$ cat src/rtl/pipe_hazard_ctrl.sv
// Pipeline sequencer for the 5-stage core: RAW hazard detection, SRAM access
// sequencing with timeout, and branch flush scheduling across memory stalls.
module pipe_hazard_ctrl #(
  parameter int REG_W   = 4,
  parameter int TIMEOUT = 64,
  parameter int CNT_W   = 16
) (
  input  logic             clk,
  input  logic             rst,
  input  logic [REG_W-1:0] src1,
  input  logic [REG_W-1:0] src2,
  input  logic             use_src1,
  input  logic             two_src,
  input  logic             exe_wb_en,
  input  logic [REG_W-1:0] exe_dest,
  input  logic             exe_mem_r_en,
  input  logic             mem_wb_en,
  input  logic [REG_W-1:0] mem_dest,
  input  logic             fwd_en,
  input  logic             branch_taken,
  input  logic             mem_req,
  input  logic             sram_ready,
  output logic             freeze_front,
  output logic             bubble_id,
  output logic             flush_if,
  output logic             freeze_back,
  output logic             sram_start,
  output logic             mem_err,
  output logic [CNT_W-1:0] stall_cycles
);

  localparam int WC_W = $clog2(TIMEOUT) + 1;

  typedef enum logic [1:0] {
    IDLE = 2'd0,
    WAIT = 2'd1,
    DONE = 2'd2
  } state_t;

  state_t           state_r;
  state_t           state_nxt_s;
  logic [WC_W-1:0]  cnt_r;
  logic [WC_W-1:0]  cnt_nxt_s;
  logic             pend_flush_r;
  logic             mem_err_r;
  logic [CNT_W-1:0] stall_r;

  logic hazard_s;
  logic fb_s;
  logic start_s;
  logic timeout_s;
  logic branch_s;
  logic ff_s;
  logic bub_s;

  // Source-vs-destination match; with forwarding only a load in EX can stall.
  function automatic logic src_match(
    input logic [REG_W-1:0] src,
    input logic             fwd,
    input logic             ex_wb,
    input logic [REG_W-1:0] ex_dst,
    input logic             ex_ld,
    input logic             mm_wb,
    input logic [REG_W-1:0] mm_dst
  );
    logic m;
    if (fwd) begin
      m = ex_ld & (src == ex_dst);
    end else begin
      m = (ex_wb & (src == ex_dst)) | (mm_wb & (src == mm_dst));
    end
    return m;
  endfunction

  // RAW hazard on the sources the ID instruction actually reads
  always_comb begin
    hazard_s = 1'b0;
    if (use_src1 && src_match(src1, fwd_en, exe_wb_en, exe_dest, exe_mem_r_en, mem_wb_en, mem_dest)) begin
      hazard_s = 1'b1;
    end else if (two_src && src_match(src2, fwd_en, exe_wb_en, exe_dest, exe_mem_r_en, mem_wb_en, mem_dest)) begin
      hazard_s = 1'b1;
    end else begin
      hazard_s = 1'b0;
    end
  end

  // SRAM sequencer next-state and back-end freeze
  always_comb begin
    state_nxt_s = state_r;
    cnt_nxt_s   = cnt_r;
    fb_s        = 1'b0;
    start_s     = 1'b0;
    timeout_s   = 1'b0;
    case (state_r)
      IDLE: begin
        if (mem_req) begin
          start_s     = 1'b1;
          fb_s        = 1'b1;
          state_nxt_s = WAIT;
          cnt_nxt_s   = {WC_W{1'b0}};
        end else begin
          state_nxt_s = IDLE;
        end
      end
      WAIT: begin
        fb_s      = 1'b1;
        cnt_nxt_s = cnt_r + WC_W'(1);
        if (sram_ready) begin
          state_nxt_s = DONE;
        end else if (cnt_r == WC_W'(TIMEOUT - 1)) begin
          timeout_s   = 1'b1;
          state_nxt_s = DONE;
        end else begin
          state_nxt_s = WAIT;
        end
      end
      // Result is consumed here; a new request waits for IDLE.
      DONE: begin
        state_nxt_s = IDLE;
      end
      default: begin
        state_nxt_s = IDLE;
      end
    endcase
  end

  // Branch overrides hazard; a branch seen during a memory stall is deferred
  always_comb begin
    branch_s = (branch_taken | pend_flush_r) & ~fb_s;
    ff_s     = fb_s | (hazard_s & ~branch_s);
    bub_s    = (hazard_s & ~fb_s) | branch_s;
  end

  // Sequencer, deferred flush, error flag and stall counter state
  always_ff @(posedge clk or posedge rst) begin
    if (rst) begin
      state_r      <= IDLE;
      cnt_r        <= {WC_W{1'b0}};
      pend_flush_r <= 1'b0;
      mem_err_r    <= 1'b0;
      stall_r      <= {CNT_W{1'b0}};
    end else begin
      state_r <= state_nxt_s;
      cnt_r   <= cnt_nxt_s;
      if (branch_s) begin
        pend_flush_r <= 1'b0;
      end else if (branch_taken && fb_s) begin
        pend_flush_r <= 1'b1;
      end else begin
        pend_flush_r <= pend_flush_r;
      end
      if (timeout_s) begin
        mem_err_r <= 1'b1;
      end else begin
        mem_err_r <= mem_err_r;
      end
      if (ff_s && (stall_r != {CNT_W{1'b1}})) begin
        stall_r <= stall_r + CNT_W'(1);
      end else begin
        stall_r <= stall_r;
      end
    end
  end

  assign freeze_front = ff_s & ~rst;
  assign bubble_id    = bub_s & ~rst;
  assign flush_if     = branch_s & ~rst;
  assign freeze_back  = fb_s & ~rst;
  assign sram_start   = start_s & ~rst;
  assign mem_err      = mem_err_r;
  assign stall_cycles = stall_r;

endmodule

$ cat config.mk
export PLATFORM = sky130hd
export DESIGN_NAME = pipe_hazard_ctrl
export DESIGN_NICKNAME = d
export VERILOG_FILES = /design/src/rtl/pipe_hazard_ctrl.sv
export SDC_FILE = /design/constraint.sdc
export NUM_CORES = 1
export LEC_CHECK = 0
export CAP_MARGIN = 20
export CORE_MARGIN = 4
export CORE_UTILIZATION = 65
export CTS_CLUSTER_SIZE = 28
export DETAILED_ROUTE_END_ITERATION = 10
export DONT_BUFFER_PORTS = 1
export GPL_ROUTABILITY_DRIVEN = 0
export PLACE_DENSITY = 0.81
export SYNTH_ARGS = -nofsm -noshare
export SYNTH_HDL_FRONTEND = slang
export SYNTH_SLANG_ARGS = --single-unit
$ cat constraint.sdc
create_clock -name clk -period 5 [get_ports clk]
set_input_delay 0.75 -clock clk [delete_from_list [all_inputs] [get_ports clk]]
set_output_delay 0.75 -clock clk [all_outputs]
set_load 0.005 [all_outputs]
# == Word-level counts from Yosys, hierarchy flattened ==
# Index checks and enable logic that the tools add are counted.
# totals
reg_bits,27
inputBits,27
out_inout_bits,22
elab_cells,64
# classes
addsub,2
n_eq_ne,8
muxes,19
bitwise_logic,22
reduce_logical,8
# op_table
operator,count
"adder 16 x 1 -> 16 bit, second input constant",1
equality test 4 bit,4
"inequality test 16 bit, second input constant",1
bitwise AND 1 bit,14
one-hot mux 7 bit (2 select lines),1
2-to-1 mux 1 bit,13
"adder 7 x 1 -> 7 bit, second input constant",1
"equality test 7 x 6 -> 1 bit, second input constant",1
2-to-1 mux 7 bit,1
OR 1 bit,5
logical AND 1 bit,4
2-to-1 mux 2 bit,2
one-hot mux 2 bit (2 select lines),1
nonzero test 2 bit,2
inverter 1 bit,3
"equality test 2 x 1 -> 1 bit, second input constant",1
logical NOT 2 bit,1
"inequality test 2 bit, second input constant",1
one-hot mux 1 bit (2 select lines),1
AND reduction 2 bit,1

# == Depth between registers and ports, before layout ==
# logic_depth
depth_word,12
ltp_mapped,11

# == Worst setup path before layout ==
# OpenSTA, ideal clock, no wires.
# synth_timing
path_kind,input-to-output
from,in exe_dest[3]
to,out freeze_front
arrival_time_ns,2.052
required_time_ns,4.250
path_slack_ns,2.198
path_stages,6
path_buffers,0
path_cell_list,xor2_1 > or4_4 > o21ai_2 > a311oi_2 > o31ai_4 > and2_1
# synth_via
elab_chain_len,11
word_cells_on_any_way,18
classes_between,2 x eq/ne; 5 x mux; 9 x bitwise; 2 x reduce/logical
# synth_lines
item,line_no,text
start: declaration,15,"input logic [REG_W-1:0] exe_dest,"
equality test 4 bit,"68, 70",
bitwise AND 1 bit,70,m = (ex_wb & (src == ex_dst)) | (mm_wb & (src == mm_dst));
OR 1 bit,70,
2-to-1 mux 1 bit,67,if (fwd) begin
2-to-1 mux 1 bit,78,"if (use_src1 && src_match(src1, fwd_en, exe_wb_en, exe_dest, exe_mem_r_en, mem_wb_en, mem_dest)) begin"
logical AND 1 bit,80,"end else if (two_src && src_match(src2, fwd_en, exe_wb_en, exe_dest, exe_mem_r_en, mem_wb_en, mem_dest)) begin"
2-to-1 mux 1 bit,80,
2-to-1 mux 1 bit *,78,
bitwise AND 1 bit *,130,ff_s = fb_s | (hazard_s & ~branch_s);
OR 1 bit *,130,
bitwise AND 1 bit *,165,assign freeze_front = ff_s & ~rst;
end: declaration,23,"output logic freeze_front,"
# Every way passes the cells marked *; elsewhere a longest branch is shown, timed or not. The select of a mux whose other input is x is not followed.

# == Final worst setup path ==
# Same ends and word-level chain as after synthesis.

==> results_dict.tcl <==
set metrics [dict create \
    status "finished clean" \
    rsz0062_at_grt "no" \
    hold_buffers 0 \
    ys_seq_elements 27 \
    power.leakage_uw 0.000728 \
    final_common_cell "dfrtp_1" \
    hp-class "in2async" \
    vias 1277 \
    root_buffer "clkbuf_4" \
    cts.sinks 27 \
    cts-buffers-inserted 3 \
    finalCritPeriodShare_pct 58.9 \
    cp_max_fo 5 \
    die_x_um 57.6 \
    synthTopCellsByArea "dfrtp_1 (42%), xor2_1 (7.7%), xnor2_1 (5.5%), nor2_1 (4.7%), nand2_1 (4.0%)" \
    max_freq_ghz 0.340 \
    yosysWarnings 0 \
    tns_ns 0 \
    drc_errors 0 \
    cts_resized 0 \
    synth_cells 170 \
    min_period_ns 2.94 \
    synth_area_leader_cell "dfrtp_1" \
    tightest_slew_ns 0.697 \
    start_kind "input port" \
    htreeDepth 1 \
    rows 17 \
    ant_nets 0 \
    clk_latency_ns 0.33 \
    synth_area_sq_um 1600 \
    clk_pin_slew_ns 0.16 \
    p_per_area_nw_per_um2 338 \
    initialDrtViolationCount 38 \
    num_antenna_cells 0 \
    io_buffers 0 \
    wirelength_mm 3.42 \
    grt_pass1_wl_mm 5.90 \
    final_cell_mix "dfrtp_1 (27), nor2_1 (20), nand2_1 (17)" \
    vdd_drop_max_mv 0.246 \
    initial_core_util_pct 70.4 \
    dieArea_sq_um 3320 \
    grt_pass1_vias 1383 \
    synthDistinctLibCells 38 \
    drt_pass1_iterations 4 \
    cts_buffer_depth 2 \
    syn_area_per_cell_sq_um 9.42 \
    cp.required_ns 4.25 \
    fin_skew_ns 0.00923 \
    pin_count 49 \
    fp.dieH_um 57.6 \
    slew_headroom_pct 53.5 \
    gr-total-overflow 0 \
    dp_hpwl_mm 2.68 \
    seq_area_frac_synth_pct 42.2 \
    tritoncts "done" \
    hold_ws_ns 0.279 \
    synth_nets 199 \
    fp.coreArea_sq_um 2280 \
    drv_slew 0 \
    area_growth_pct 4.77 \
    endpoint_kind "output pin" \
    wl_per_cell_um 17.1 \
    viasPerCell 6.39 \
    synth_top_area_share_pct 42.2 \
    critPathArrivalTime_ns 2.19 \
    finalSetupViolations 0 \
    worst-setup-path-type "in2out" \
    grt_max_degree 29 \
    postCtsSetupRepairBufs 0 \
    hold_viol_final 0 \
    grt_use_total_pct 22.2 \
    cap_violations 0 \
    antenna_found_initial 0 \
    fin_nets 202 \
    layout-drive-gt1-share_pct 8.14 \
]
## worst max-delay path, cell delays in order
cell	delay [ns]
xor2_1	0.15
or4_4	0.51
o21ai_2	0.15
a311oi_2	0.11
o31ai_4	0.32
and2_1	0.20
## report_power, final
| part | switching [uW] | total, uW | internal (uW) |
|---|---|---|---|
| clock network | 67.9 | 98.5 | 30.6 |
| registers | 57.0 | 317 | 260 |
| logic | 85.2 | 151 | 65.6 |
| total | 210 | 567 | 357 |
## state kept, by name (all words and copies together), names as in the netlist
signal and cells:
mem_err 1, state_r 2, cnt_r 7, stall_cycles 16, pend_flush_r 1
## cells in the mapped netlist
library cell / number
a211oi_1: 1
a21o_1: 1
a21oi_1: 6
a221oi_1: 1
a22o_1: 1
a311oi_2: 1
a31oi_1: 3
and2_1: 3
and2b_1: 1
and3_1: 6
buf_4: 1
clkbuf_1: 1
clkbuf_2: 1
dfrtp_1: 27
ha_1: 2
inv_1: 2
mux2_1: 3
mux2_2: 1
mux2_4: 1
mux2i_1: 2
nand2_1: 17
nand2b_1: 2
nand3_1: 11
nand4_1: 7
nor2_1: 20
nor2b_1: 1
nor3_1: 4
nor4_1: 2
nor4_4: 1
o21ai_0: 8
o21ai_1: 1
o21ai_2: 2
o31ai_1: 2
o31ai_4: 1
or2_2: 1
or4_4: 1
xnor2_1: 10
xor2_1: 14
## path summary, 6_finish.rpt
check	startpoint	end	slack [ns]	cells past startpoint
worst max-delay path	exe_dest[3]	freeze_front	2.06	6
worst min-delay path	rst	stall_cycles[10]$_DFFE_PP0P_	0.28	1
worst min register to register	mem_err$_DFFE_PP0P_	mem_err$_DFFE_PP0P_	0.50	1
worst max register to register	stall_cycles[0]$_DFFE_PP0P_	stall_cycles[1]$_DFFE_PP0P_	2.66	8
min in group clk	mem_err$_DFFE_PP0P_	mem_err$_DFFE_PP0P_	0.50	1
max in group asynchronous	rst	state_r[1]$_DFF_PP0_	4.28	2
## metal layers
metal  wire (um)  global-route usage, %  up-vias
li1            -                      -      606
met1        1280                   24.8      619
met2        1940                   40.3       50
met3         192                   5.12        2
met4          11                   9.27        0
met5           0                      0        -
## cell families after synthesis
kind of cell             share of synthesized area [%]
flip-flops                                        42.2
AND/OR/NAND/NOR                                   24.5
multiplexers                                      5.00
adder cells (fa/ha/maj)                           1.56
XOR/XNOR                                          13.1
buffers and inverters                             1.48
AO/OA/AOI/OAI                                     12.2
## metrics by stage
step	cells	util [%]	setup WS (ns)	total power, uW	instance area (sq um)
after floorplan	170	-	2.20	430	1600
after global placement	195	71.2	2.11	454	1620
after detailed placement	195	71.2	2.05	471	1620
after CTS	199	72.5	2.05	567	1650
after global routing	200	73.7	2.00	605	1680
final	200	73.7	2.06	567	1680
## layout make-up
class	instances	area, sq um
clock buffer	3	22.5
clock inverter	1	7.51
fill	161	598
inverter	2	7.51
multi-input combinational	138	902
sequential	27	676
tap	28	35.0
timing repair buffer	1	27.5
Note: power is estimated with default switching activity, not from simulation.
